$ cat config.mk
export PLATFORM = sky130hd
export DESIGN_NAME = truth_table_capture
export DESIGN_NICKNAME = d
export VERILOG_FILES = /design/src/rtl/truth_table_capture.sv
export SDC_FILE = /design/constraint.sdc
export NUM_CORES = 1
export LEC_CHECK = 0
export BUFFER_PORTS_ARGS = -buffer_cell sky130_fd_sc_hd__buf_4
export CORE_MARGIN = 2
export CORE_UTILIZATION = 58
export DETAILED_ROUTE_END_ITERATION = 10
export PLACE_DENSITY_LB_ADDON = 0.25
export SLEW_MARGIN = 10
export SYNTH_ARGS = -nofsm -noshare
export SYNTH_HDL_FRONTEND = slang
export SYNTH_SLANG_ARGS = --single-unit
$ cat constraint.sdc
create_clock -name clk -period 2.8 [get_ports clk]
set_clock_uncertainty 0.1 [all_clocks]
set_input_delay 0.28 -clock clk [delete_from_list [all_inputs] [get_ports clk]]
set_output_delay 0.28 -clock clk [all_outputs]
set_load 0.02 [all_outputs]
$ cat src/rtl/truth_table_capture.sv
// Sequential truth-table reader for 3-input, 1-output logic blocks: walks rows 000..111,
// majority-votes the sensed output per row and reports the 8-bit code plus a match flag.
module truth_table_capture #(
    parameter int SETTLE_CYCLES = 4,
    parameter int SAMPLES       = 3
) (
    input  logic       clk,
    input  logic       reset,
    input  logic       start,
    input  logic [7:0] expected,
    input  logic       sense,
    output logic       in1,
    output logic       in2,
    output logic       in3,
    output logic       busy,
    output logic       done,
    output logic [7:0] code,
    output logic       match
);

    localparam logic [7:0] SETTLE_LAST = 8'(SETTLE_CYCLES - 1);
    localparam logic [3:0] SAMPLE_LAST = 4'(SAMPLES - 1);
    localparam logic [5:0] SAMPLES_W   = 6'(SAMPLES);

    typedef enum logic [1:0] {IDLE, SETTLE, SAMPLE, DONE} state_t;

    state_t     state;
    logic [2:0] row;
    logic [7:0] settle_cnt;
    logic [3:0] sample_cnt;
    logic [3:0] ones_count;
    logic [7:0] shadow;

    logic [4:0] ones_total;
    logic       row_bit;
    logic [7:0] shadow_next;

    // Vote includes the sample taken on the current edge; row 000 lands in the MSB.
    always_comb begin
        ones_total  = {1'b0, ones_count} + {4'b0000, sense};
        row_bit     = ({ones_total, 1'b0} > SAMPLES_W);
        shadow_next = shadow;
        shadow_next[3'd7 - row] = row_bit;
    end

    assign {in1, in2, in3} = row;

    always_ff @(posedge clk) begin
        if (reset) begin
            state      <= IDLE;
            row        <= 3'd0;
            settle_cnt <= 8'd0;
            sample_cnt <= 4'd0;
            ones_count <= 4'd0;
            shadow     <= 8'h00;
            busy       <= 1'b0;
            done       <= 1'b0;
            code       <= 8'h00;
            match      <= 1'b0;
        end else begin
            case (state)
                IDLE: begin
                    if (start) begin
                        busy       <= 1'b1;
                        row        <= 3'd0;
                        settle_cnt <= 8'd0;
                        sample_cnt <= 4'd0;
                        ones_count <= 4'd0;
                        shadow     <= 8'h00;
                        state      <= SETTLE;
                    end
                end
                SETTLE: begin
                    if (settle_cnt == SETTLE_LAST) begin
                        settle_cnt <= 8'd0;
                        sample_cnt <= 4'd0;
                        ones_count <= 4'd0;
                        state      <= SAMPLE;
                    end else begin
                        settle_cnt <= settle_cnt + 8'd1;
                    end
                end
                SAMPLE: begin
                    if (sample_cnt == SAMPLE_LAST) begin
                        shadow     <= shadow_next;
                        sample_cnt <= 4'd0;
                        ones_count <= 4'd0;
                        if (row == 3'd7) begin
                            code  <= shadow_next;
                            match <= (shadow_next == expected);
                            done  <= 1'b1;
                            state <= DONE;
                        end else begin
                            row        <= row + 3'd1;
                            settle_cnt <= 8'd0;
                            state      <= SETTLE;
                        end
                    end else begin
                        ones_count <= ones_total[3:0];
                        sample_cnt <= sample_cnt + 4'd1;
                    end
                end
                DONE: begin
                    done  <= 1'b0;
                    busy  <= 1'b0;
                    row   <= 3'd0;
                    state <= IDLE;
                end
                default: state <= IDLE;
            endcase
        end
    end

endmodule

==> out/metrics.csv, run 1 <==
metric,value,unit
routed len/inst,14.3,um
number of global-route vias before repair,1858,
power per cell area,626,nW/um^2
Yosys top cell area share,36.0,%
initial antenna violation count,0,
Resized Gates After CTS,0,
CTS buffer count,5,
Synthesized Nets,288,
final worst slack,0.323,ns
Post-Place Worst Slack,0.360,ns
H-Tree Depth,2,
"Seq/Total Area, Yosys",36.0,%
Slew Limit Fails,0,
CTS tree,yes,
clock sink count,40,
Tot GR Track Use,24.2,%
Max clock buf depth,2,
Synth warnings,0,
post-synth cell types,49,
layout cells sized above 1,16.0,%
number of setup violations in the final report,0,
Register Area,801,sq um
xor/xnor cell area share of the yosys netlist,4.72,%
initial DRC count,170,
CP required,2.90,ns
n_diodes,0,
Core ar.,3660,sq um
Int Pwr,1.02,mW
post-route minimum period,2.48,ns
Final Cycle Share,88.5,%
Fmax achieved,404,MHz
cells taking the most area after synthesis,"dfxtp_1 36%, nor2_1 6.9%, ha_1 6.2%",
cell type with the largest total area after synthesis,dfxtp_1,
static leakage,0.985,nW
Post-synth ARST share,0,%
CP Max Fanout,6,
worst r2r dst,state[1],
Slew headroom,59.6,%
CTS Hold Bufs,0,
DRT antenna net count,0,
post-detail-place hpwl,3480,um
Post-Route Setup TNS,0,ns
Inst Count DP,334,
GPL Wtd Cong,0.880,
"EDFF count, synth",0,
area occupied by multi-input gates,1340,sq um
clock share of power,22.2,%
Least-Margin Pin Slew,0.605,ns
max_cap viols,0,
final core occ,70.1,%
drt drc,0,
drt via density,5.87,
Total Power,1.61,mW
FP Rows,22,
CP Capture Type,flop,
VDD IR max,400,uV
largest family of logic cells by synthesized area,simple AND/OR/NAND/NOR gates,
Seq cells post-synth,40,
syn avg cell area,8.39,sq um
worst hold path depth,3,
setup bufs post-CTS,0,
Fin. Hold Viols,0,
die area,4350,sq um
R2R setup slack,0.32,ns
PortBufs,25,
synthesized area,2220,sq um
pin count of the biggest net entering global routing,34,
# fillers,315,
status,finished clean,
switching share of power,36.6,%
initial core utilization,60.8,%
dominant synthesized flop cell,dfxtp_1,
hold endpoint,busy,
fraction of the mapped netlist area in simple logic gates,24.6,%
first-pass GRT wire length,8180,um
worst skew pair latency,0.28,ns
Die W,65.9,um
Crit Path Category,reg2reg,
complex-gate fraction of the synthesized area,22.7,%
worst r2r path cells,6,
Root Buffer,clkbuf_8,
DRT Pass-1 Iters,5,
worst reg2reg path startpoint,settle_cnt[0],
# nets final,316,
Hold Crit Class,in2reg,
Comb pwr share,38.0,%
power share of the sequential group,39.8,%
vias post-DR,2001,
I/O pin count,26,
Area Overhead vs Synth,15.3,%
Die Y,65.9,um
WP data arrival,2.58,ns
Critical Path Start Type,flop,
post-synthesis mux area share,1.91,%
final non-filler cell total,341,
clock transition at the registers of the reported paths,0.08,ns
Net Switching,588,uW
hold_sp,start,
RSZ-0062 raised after global routing,no,
final WL,4870,um
adder-cell share of the synthesized area,6.19,%
post-synthesis cell count,265,
GRT overflow,0,
[sequential cells by signal (all words and copies together), names as in the netlist]
| signal | cells |
|---|---|
| state | 2 |
| row | 3 |
| sample_cnt | 4 |
| shadow | 8 |
| code | 8 |
| match | 1 |
| settle_cnt | 8 |
| busy | 1 |
| ones_count | 4 |
| done | 1 |
[cells in the mapped netlist (2+ instances only)]
cell      count
inv_1        11
a21oi_1      16
a311o_1       4
nand3_1       9
nor3_1        2
mux2_2        2
nor3b_1       7
and3b_1       3
nand4_1       5
and2_1        3
a211o_1       6
a32oi_1       3
nor4_1        2
xor2_1        8
dfxtp_1      40
buf_1         2
nor2_1       41
and3_1        4
or3_1         5
xnor2_1       4
a21o_1        2
clkbuf_1     10
mux2i_1       2
nand2b_1      2
nand2_1      16
nand3b_1      2
ha_1         11
a211oi_1      3
a22oi_1       9
o21ai_0      12
[power by group through the flow]
stage | clock network [mW] | registers, mW | logic [mW]
finish | 0.357 | 0.640 | 0.610
global route | 0.387 | 0.646 | 0.687
CTS | 0.365 | 0.638 | 0.606
detailed placement | 0 | 0.651 | 0.601
global placement | 0 | 0.649 | 0.589
floorplan | 0 | 0.647 | 0.434
[layout by cell type, fill, tap and decap left out, types with 3 or more instances in the layout]
master,instances
a211o_1,6
a211oi_1,3
a21oi_1,16
a22oi_1,9
a311o_1,4
a32oi_1,3
and2_1,3
and3_1,4
and3b_1,3
buf_4,33
clkbuf_8,5
dfxtp_1,40
ha_1,11
inv_1,11
nand2_1,16
nand3_1,9
nand4_1,5
nor2_1,41
nor3b_1,7
o21ai_0,12
or3_1,5
xnor2_1,4
xor2_1,8
[critical path, stage by stage (launching register included)]
cell and delay (ns):
dfxtp_1 0.41, ha_1 0.24, or4b_4 0.49, o41ai_4 0.44
nand3_1 0.25, o21a_1 0.23, a311oi_1 0.23
[area by class of cell]
class,instances,area share (%)
multi-input combinational,202,52.1
clock buffer,6,2.83
inverter,11,1.61
clock inverter,1,0.195
tap,48,2.34
sequential,40,31.2
timing repair buffer,33,9.66
[layer usage]
layer	GRT usage, %	routed length, um	vias up
met2	39.5	2240	53
met5	0	0	-
met4	7.91	36	0
li1	-	-	1013
met3	5.45	280	4
met1	31.6	2320	931
[through the flow]
stage	hold WS [ns]	instance area (sq um)
finish	0.177	2560
global route	0.177	2560
CTS	0.175	2560
detailed placement	0.348	2490
global placement	0.341	2490
floorplan	0.336	2220
[cells by family (layout without fill, tap and decap cells)]
kind of cell,Yosys count,after routing
simple gates,107,107
compound gates,68,68
flops,40,40
buf+inv,23,51
xor+xnor,12,12
fa+ha+maj,11,11
mux,4,4
[worst max path at each step]
| stage | cells past startpoint | to | from | slack (ns) |
|---|---|---|---|---|
| 5_1_grt | 6 | sample_cnt[3] | settle_cnt[0] | 0.09 |
| 2_1_floorplan | 6 | ones_count[2] | settle_cnt[0] | 0.49 |
| 3_5_place_dp | 6 | sample_cnt[0] | settle_cnt[0] | 0.36 |
| 6_report | 6 | state[1] | settle_cnt[0] | 0.32 |
| 3_3_place_gp | 6 | state[1] | settle_cnt[0] | 0.44 |
| 4_1_cts | 6 | state[1] | settle_cnt[0] | 0.33 |
(Power assumes the default switching activity.)
==> run 2, diff against run 1 <==
CORE_MARGIN = 5   (was 2)
PLACE_DENSITY = 0.79   (was unset)
PLACE_DENSITY_LB_ADDON = unset   (was 0.25)
SLEW_MARGIN = 40   (was 10)
==> out/metrics.csv, run 2 (same netlist as run 1, synthesis figures left out) <==
metric,value,unit
crit path cell chain,ha_1 > or4b_4 > o41ai_4 > nand3_1 > o21a_1 > a311oi_1,
worst reg2reg path startpoint,settle_cnt[0],
Comb pwr share,35.9,%
Post-Route Setup TNS,0,ns
n_diodes,0,
Slew headroom,58.4,%
H-Tree Depth,2,
routed len/inst,14.6,um
final WL,5000,um
drt drc,0,
static leakage,0.998,nW
post-detail-place hpwl,3590,um
RSZ-0062 raised after global routing,no,
CP Capture Type,flop,
Int Pwr,1.12,mW
GPL Wtd Cong,0.908,
DRT antenna net count,0,
clock share of power,26.9,%
power per cell area,664,nW/um^2
clock sink count,40,
setup bufs post-CTS,0,
layout cells sized above 1,16.3,%
post-route minimum period,2.47,ns
FP Rows,22,
CTS tree,yes,
Max stage delay on crit path,0.49,ns
initial core utilization,60.3,%
worst skew pair latency,0.29,ns
Total Power,1.72,mW
PortBufs,25,
number of setup violations in the final report,0,
Critical Path Start Type,flop,
DRT Pass-1 Iters,5,
vias post-DR,1965,
Crit Path Category,reg2reg,
number of global-route vias before repair,1915,
GRT overflow,0,
CP Max Fanout,6,
Max clock buf depth,2,
CTS Hold Bufs,0,
VDD IR max,389,uV
initial DRC count,123,
hold_sp,start,
"commonest cells after routing, fill and taps aside","41 x nor2_1, 40 x dfxtp_1, 33 x buf_4",
Fin. Hold Viols,0,
Resized Gates After CTS,0,
worst r2r path cells,6,
R2R setup slack,0.33,ns
# nets final,316,
WP data arrival,2.57,ns
clock transition at the registers of the reported paths,0.07,ns
Fmax achieved,406,MHz
initial antenna violation count,0,
worst hold path depth,3,
Die W,71.9,um
status,finished clean,
Die Y,71.9,um
pin count of the biggest net entering global routing,34,
"commonest non-fill, non-tap cell in the layout",nor2_1,
switching share of power,35.1,%
Slew Limit Fails,0,
first-pass GRT wire length,8740,um
Root Buffer,clkbuf_8,
Tot GR Track Use,21.0,%
I/O pin count,26,
Least-Margin Pin Slew,0.623,ns
Net Switching,604,uW
max_cap viols,0,
power share of the sequential group,37.1,%
CP required,2.90,ns
drt via density,5.75,
# fillers,303,
final non-filler cell total,342,
Area Overhead vs Synth,16.6,%
CTS buffer count,5,
Core ar.,3690,sq um
Inst Count DP,334,
Final Cycle Share,88.0,%
crit path from,settle_cnt[0],
Top Registers,"code (8), settle_cnt (8), shadow (8)",
Slowest cell on crit path,or4b_4,
die area,5170,sq um
Hold Crit Class,in2reg,
run 2: cell type report:
class	count	area [sq um]	share of cell area [%]
multi-input cells	202	1340	51.5
flip-flops and latches	40	801	30.9
repair buffers	33	248	9.55
clock buffers	6	72.6	2.80
well taps	48	60.1	2.31
inverters	11	41.3	1.59
clock inverters	2	35.0	1.35
run 2: worst max-delay path, delay by kind of cell, from the launching register on:
| kind | cells | cell delay, ns |
|---|---|---|
| AND/OR/NAND/NOR | 2 | 0.73 |
| adder cells (fa/ha/maj) | 1 | 0.24 |
| flip-flops | 1 | 0.41 |
| AO/OA/AOI/OAI | 3 | 0.90 |
run 2: final timing paths:
path | to
setup / recovery | state[1]
hold / removal | busy
setup reg to reg | state[1]
hold reg to reg | code[5]
run 2: power groups by stage:
stage	sequential, mW	clock, mW	combinational, mW
floorplan	0.647	0	0.434
CTS	0.639	0.467	0.614
global placement	0.648	0	0.598
finish	0.639	0.464	0.619
global route	0.646	0.502	0.690
detailed placement	0.650	0	0.606
run 2: per-layer routing:
metal	up-vias	wire, um	global-route usage [%]
met2	41	2290	31.8
met1	907	2450	29.0
li1	1010	-	-
met5	-	0	0
met3	7	204	5.96
met4	0	52	6.47
run 2: per-stage QoR:
step / hold slack (ns) / cell area (sq um) / utilization [%] / setup WS [ns]
5_1_grt: 0.193 / 2590 / 70.4 / 0.135
3_3_place_gp: 0.340 / 2490 / 67.4 / 0.442
6_report: 0.179 / 2590 / 70.4 / 0.335
4_1_cts: 0.173 / 2590 / 70.4 / 0.330
3_5_place_dp: 0.349 / 2490 / 67.4 / 0.338
2_1_floorplan: 0.336 / 2220 / - / 0.494
